`config.mk`:
```
export PLATFORM = sky130hd
export DESIGN_NAME = renas_ahb_arbiter
export DESIGN_NICKNAME = d
export VERILOG_FILES = /design/src/rtl/renas_ahb_pkg.sv /design/src/rtl/renas_arb_pick.sv /design/src/rtl/renas_ahb_arbiter.sv
export SDC_FILE = /design/constraint.sdc
export NUM_CORES = 1
export LEC_CHECK = 0
export CORE_AREA = 2 2 181 183
export CTS_BUF_LIST = sky130_fd_sc_hd__clkbuf_8
export DETAILED_ROUTE_END_ITERATION = 8
export DIE_AREA = 0 0 183 185
export PLACE_DENSITY_LB_ADDON = 0.08
export SLEW_MARGIN = 0
export SYNTH_ARGS = -nofsm -noshare
export SYNTH_HDL_FRONTEND = slang
export SYNTH_SLANG_ARGS = --single-unit
```
`constraint.sdc`:
```
create_clock -name hclk -period 2.68 [get_ports hclk]
set_input_delay 0.402 -clock hclk [delete_from_list [all_inputs] [get_ports hclk]]
set_output_delay 0.402 -clock hclk [all_outputs]
set_load 0.01 [all_outputs]
```
`src/rtl/renas_ahb_pkg.sv`:
```
// Shared AHB-lite bus types and constants for the renas arbiter and its winner-select helper.
package renas_ahb_pkg;

  localparam int HADDR_W = 32;
  localparam int HDATA_W = 32;

  localparam logic [1:0] HTRANS_IDLE   = 2'b00;
  localparam logic [1:0] HTRANS_BUSY   = 2'b01;
  localparam logic [1:0] HTRANS_NONSEQ = 2'b10;
  localparam logic [1:0] HTRANS_SEQ    = 2'b11;

  localparam logic HRESP_OKAY  = 1'b0;
  localparam logic HRESP_ERROR = 1'b1;

  typedef enum logic {
    ARB_FIXED = 1'b0,
    ARB_RR    = 1'b1
  } arb_mode_e;

  typedef struct packed {
    logic [HADDR_W-1:0] haddr;
    logic [1:0]         htrans;
    logic               hwrite;
    logic [2:0]         hsize;
    logic [2:0]         hburst;
    logic [3:0]         hprot;
    logic               hmastlock;
    logic [HDATA_W-1:0] hwdata;
  } mas_send_type;

  typedef struct packed {
    logic [HDATA_W-1:0] hrdata;
    logic               hready;
    logic               hresp;
  } slv_send_type;

  // NONSEQ and SEQ both have htrans[1] set; IDLE and BUSY do not.
  function automatic logic is_req(input logic [1:0] htrans);
    return htrans[1];
  endfunction

endpackage

```
`src/rtl/renas_arb_pick.sv`:
```
// Combinational winner select: fixed priority (ties to lowest index) or round-robin after rr_ptr.
module renas_arb_pick
  import renas_ahb_pkg::*;
#(
  parameter int        N_MASTER = 3,
  parameter int        PRIO_W   = 2,
  parameter arb_mode_e MODE     = ARB_FIXED,
  localparam int       IDX_W    = $clog2(N_MASTER)
) (
  input  logic [N_MASTER-1:0]             req,
  input  logic [N_MASTER-1:0][PRIO_W-1:0] hprior,
  input  logic [IDX_W-1:0]                rr_ptr,
  output logic [IDX_W-1:0]                winner,
  output logic                            any_req
);

  logic [IDX_W-1:0]  fp_win;
  logic [IDX_W-1:0]  rr_win;
  logic [PRIO_W-1:0] best;
  logic              fp_found;
  logic              rr_found;
  int                idx;

  always_comb begin
    fp_win   = '0;
    fp_found = 1'b0;
    best     = '0;
    // Strict greater-than keeps the lowest index on equal priority.
    for (int i = 0; i < N_MASTER; i++) begin
      if (req[i] && (!fp_found || hprior[i] > best)) begin
        fp_found = 1'b1;
        best     = hprior[i];
        fp_win   = IDX_W'(i);
      end
    end
  end

  always_comb begin
    rr_win   = '0;
    rr_found = 1'b0;
    idx      = 0;
    for (int k = 1; k <= N_MASTER; k++) begin
      idx = (int'(rr_ptr) + k) % N_MASTER;
      if (!rr_found && req[idx]) begin
        rr_found = 1'b1;
        rr_win   = IDX_W'(idx);
      end
    end
  end

  assign winner  = (MODE == ARB_RR) ? rr_win : fp_win;
  assign any_req = |req;

endmodule

```
`src/rtl/renas_ahb_arbiter.sv`:
```
// N-master to 1-slave AHB-lite arbiter/mux with burst/lock retention and a separate data-phase owner.
module renas_ahb_arbiter
  import renas_ahb_pkg::*;
#(
  parameter int  N_MASTER    = 3,
  parameter int  PRIO_W      = 2,
  parameter int  ARB_MODE    = 0,
  parameter int  PARK_MASTER = 0,
  localparam int IDX_W       = $clog2(N_MASTER)
) (
  input  logic                            hclk,
  input  logic                            hreset_n,
  input  mas_send_type                    master_in [N_MASTER],
  input  logic [N_MASTER-1:0][PRIO_W-1:0] hprior,
  output slv_send_type                    master_out [N_MASTER],
  output mas_send_type                    slave_out,
  input  slv_send_type                    slave_in,
  output logic [IDX_W-1:0]                hmaster,
  output logic [IDX_W-1:0]                hmaster_data
);

  localparam arb_mode_e        MODE = (ARB_MODE == 1) ? ARB_RR : ARB_FIXED;
  localparam logic [IDX_W-1:0] PARK = IDX_W'(PARK_MASTER);

  logic [IDX_W-1:0]    addr_owner;
  logic [IDX_W-1:0]    data_owner;
  logic [IDX_W-1:0]    rr_ptr;
  logic [IDX_W-1:0]    winner;
  logic [N_MASTER-1:0] req;
  logic                any_req;
  logic                owner_free;
  logic                do_switch;

  always_comb begin
    req = '0;
    for (int i = 0; i < N_MASTER; i++) req[i] = is_req(master_in[i].htrans);
  end

  renas_arb_pick #(
    .N_MASTER (N_MASTER),
    .PRIO_W   (PRIO_W),
    .MODE     (MODE)
  ) u_pick (
    .req     (req),
    .hprior  (hprior),
    .rr_ptr  (rr_ptr),
    .winner  (winner),
    .any_req (any_req)
  );

  // Owner must be truly IDLE (not BUSY) and unlocked, so bursts and locked sequences stay intact.
  assign owner_free = (master_in[addr_owner].htrans == HTRANS_IDLE) &&
                      !master_in[addr_owner].hmastlock;
  assign do_switch  = slave_in.hready && owner_free && any_req;

  always_comb begin
    slave_out        = master_in[addr_owner];
    slave_out.hwdata = master_in[data_owner].hwdata;
  end

  // Requesting non-owners see hready low and hold their address phase.
  always_comb begin
    for (int i = 0; i < N_MASTER; i++) begin
      master_out[i].hrdata = slave_in.hrdata;
      master_out[i].hresp  = slave_in.hresp;
      master_out[i].hready = (IDX_W'(i) == addr_owner) ? slave_in.hready
                                                       : (master_in[i].htrans == HTRANS_IDLE);
    end
  end

  always_ff @(posedge hclk) begin
    if (!hreset_n) begin
      addr_owner <= PARK;
      data_owner <= PARK;
      rr_ptr     <= PARK;
    end else begin
      if (slave_in.hready) data_owner <= addr_owner;
      if (do_switch) begin
        addr_owner <= winner;
        rr_ptr     <= winner;
      end
    end
  end

  assign hmaster      = addr_owner;
  assign hmaster_data = data_owner;

endmodule
```
==> flow_summary.ini <==
[status]
status = finished, final reports clean

[final_layout]
n_fill_cell = 3628
multi_input_area_um2 = 1840
area_growth_pct = 117
seqCellArea_um2 = 86.3
nets = 911
final_cells = 1039
final_core_util_pct = 18.6
drive_above_1_share_pct = 6.98

[drt]
drtIter0Drc = 53
wl_per_cell_um = 15.9
num_vias = 3517
routed_wirelength_um = 16500
drt-vias-per-instance = 3.38
dr.pass1.iters = 4
postRouteAntennaNets = 0
drc = 0

[setup_path]
critPathLaunch = master_in[201]
cp.required_ps = 2820
crit_path_start_kind = input pin
path_max_fanout = 4
crit_type = in -> reg
r2r-start = hmaster[1]$_SDFFE_PN0P_
critical-path-slowest-cell = or3b_1
crit_family = simple AND/OR/NAND/NOR gates
path_buf_inv = 2
cpPeakStageDelay_ps = 370
end_kind = flip-flop
worstPathArrival_ps = 2670
path_cells = buf_2, buf_6, and2_4, ha_4, nand3_4, o311ai_4, nor2_1, a31oi_1, ha_1, nor2b_1, o311ai_2, or3b_1, mux2i_1

[floorplan]
io-pin-count = 460
die_x_um = 183
core_area_um2 = 32000
dieArea_um2 = 33900
die_h_um = 185
start_util_pct = 8.57
num_rows = 66

[placement]
placedCellCount = 1031
io_buffers = 327
gp_congestion = 0.720
hpwl_um = 14000

[worst_hold_path]
hp-start = hmaster_data[0]$_SDFFE_PN0P_
hold_path_class = reg -> reg

[clock_network]
htree_num_levels = 1
clk_latency_ps = 220
cts_hold_buf = 0
tritoncts = done
ctsRootBufferMaster = clkbuf_8
cts_made_buffers = 3
clk_pin_slew_worst_paths_ps = 30
clk_path_buf_depth = 2
cts_sinks = 4

[yosys]
synthAdderAreaFrac_pct = 1.82
yosys_warnings = 0
synth_compound_gate_area_share_pct = 17.5
syn_area_um2 = 2750
synth_top_family_by_area = buffers and inverters
postSynthAreaPerCell_um2 = 6.74
synth_simple_gate_area_share_pct = 15.1
syn-num-nets = 687
ys_seq_area_share_pct = 2.92
synthCells = 407
synth.area.mux_share_pct = 29.9
synth_xor_area_share_pct = 0
ys_ff_latch = 4
ys_types = 27

[power_and_ir_drop]
power_density_nw_per_um2 = 163
peakVddDrop_v = 0.000127
power.leakage_nw = 1.89

[timing]
max-slew-margin-rel_pct = 64.1
fin_hold_ws_ps = 676
skew_ps = 2.50
post-route-period-util_pct = 94.3
finalSetupViolations = 0
post-route-min-period_ps = 2530
worstMarginPinSlew_ps = 535
drv_slew = 0
max_clock_freq_ghz = 0.396
finalHoldViolCount = 0
setup_tns_ps = 0
grt_setup_unrepaired = no

[global_route]
grt_max_degree = 40
grt_pass1_wl_um = 22600
grt_use_total_pct = 8.88
grt_remaining_overflow = 0
antenna_found_initial = 2
grt_pass1_vias = 3703

[run]
cap_violations = 0
## worst reg2reg max path: stages (launching register included)
cell	delay, ps
dfxtp_4	400
buf_12	240
mux2i_1	300
o2bb2ai_2	140
nor4_4	300
mux2_1	350
## cell usage in the layout (no fill, tap or decap)
master	count
inv_2	2
or3b_1	1
and2_1	1
a21o_1	1
inv_1	4
buf_2	2
o211ai_1	1
clkdlybuf4s15_2	1
buf_12	3
nor2b_4	2
nor4_4	1
buf_4	16
mux2_1	1
dfxtp_2	2
dlygate4sd2_1	2
o311ai_4	1
buf_6	1
clkbuf_8	3
mux2i_1	81
nor3_1	1
diode_2	1
o31ai_1	3
and2_4	1
dfxtp_1	1
ha_1	2
nand3_4	1
nand2_1	79
clkdlybuf4s50_1	322
nor2b_1	2
o2bb2ai_2	2
o311ai_2	1
ha_4	2
o21ai_1	76
o2bb2ai_1	1
dfxtp_4	1
nand2_2	1
a31oi_1	1
nor2b_2	1
nor2_1	6
## final timing paths
check | slack (ps) | cells after the start | end
setup / recovery | 150 | 13 | hmaster[0]$_SDFFE_PN0P_
hold / removal | 680 | 2 | hmaster_data[0]$_SDFFE_PN0P_
setup reg to reg | 850 | 5 | hmaster[1]$_SDFFE_PN0P_
hold reg to reg | 680 | 2 | hmaster_data[0]$_SDFFE_PN0P_
## flip-flops by register name, indices dropped and copies added (netlist names)
signal,flops
hmaster_data,2
hmaster,2
## power by group
| group | internal, mW | switching, mW | leakage (nW) |
|---|---|---|---|
| logic | 0.535 | 0.244 | 1.83 |
| clock network | 0.0980 | 0.0353 | 0.0269 |
| registers | 0.0600 | 0.00164 | 0.0341 |
## cell type report
type / instances / area share, %
antenna: 1 / 0.0420
clock buffer: 3 / 0.693
clock inverter: 1 / 0.0630
inverter: 5 / 0.315
multi-input combinational: 270 / 30.9
sequential: 4 / 1.45
tap: 408 / 8.56
timing repair buffer: 347 / 57.9
## per-layer routing
| layer | track usage [%] | vias up | wire length, µm | part of all wire, % |
|---|---|---|---|---|
| li1 | - | 1728 | - | - |
| met1 | 8.63 | 1510 | 5760 | 35 |
| met2 | 16.5 | 243 | 8090 | 49 |
| met3 | 4.60 | 34 | 2250 | 14 |
| met4 | 2.27 | 2 | 373 | 2.3 |
| met5 | 0 | - | 13 | 0.079 |
## cell usage after synthesis
| master | count | area share [%] |
|---|---|---|
| o2bb2ai_2 | 2 | 1.1 |
| nor2b_4 | 1 | 0.50 |
| nand2_1 | 80 | 11 |
| nand3_1 | 1 | 0.18 |
| a21o_1 | 1 | 0.27 |
| nor4_4 | 1 | 0.77 |
| inv_1 | 4 | 0.55 |
| buf_6 | 1 | 0.41 |
| nor2b_1 | 4 | 0.91 |
| o311ai_1 | 2 | 0.64 |
| inv_2 | 1 | 0.14 |
| or3b_1 | 1 | 0.32 |
| nor2_1 | 6 | 0.82 |
| o31ai_1 | 3 | 0.82 |
| ha_1 | 4 | 1.8 |
| mux2_1 | 1 | 0.41 |
| o211ai_1 | 1 | 0.27 |
| o2bb2ai_1 | 1 | 0.32 |
| clkbuf_1 | 16 | 2.2 |
| mux2i_1 | 81 | 30 |
| a31oi_1 | 1 | 0.23 |
| buf_2 | 10 | 1.8 |
| dfxtp_1 | 4 | 2.9 |
| nor3_1 | 1 | 0.18 |
| o21ai_1 | 76 | 14 |
| buf_4 | 101 | 28 |
| and2_1 | 2 | 0.46 |
## repair_timing
item | in CTS | in global routing
buffers inserted | 3 | 0
resized for setup | 25 | 1
pin swaps | 8 | 2
endpoints found under the setup margin | 2 | 2
hold endpoints to repair | 0 | 0
## kinds of logic (layout without fill, tap and decap cells)
logic type	after synthesis	in the layout
and+or+nand+nor	97	97
DFF	4	4
other	0	1
AOI/OAI and AO/OA	87	87
adders and majority gates	4	4
buffers and inverters	133	356
muxes	82	82
## through the flow
stage / setup slack [ps] / area [µm²] / total power [mW]
6_report: 152 / 5960 / 0.973
5_1_grt: 39.6 / 5960 / 1.04
2_1_floorplan: 12.9 / 2750 / 0.402
4_1_cts: 59.8 / 5950 / 0.990
3_3_place_gp: -520 / 5830 / 0.828
3_5_place_dp: -560 / 5830 / 0.830
(Power assumes the default switching activity.)
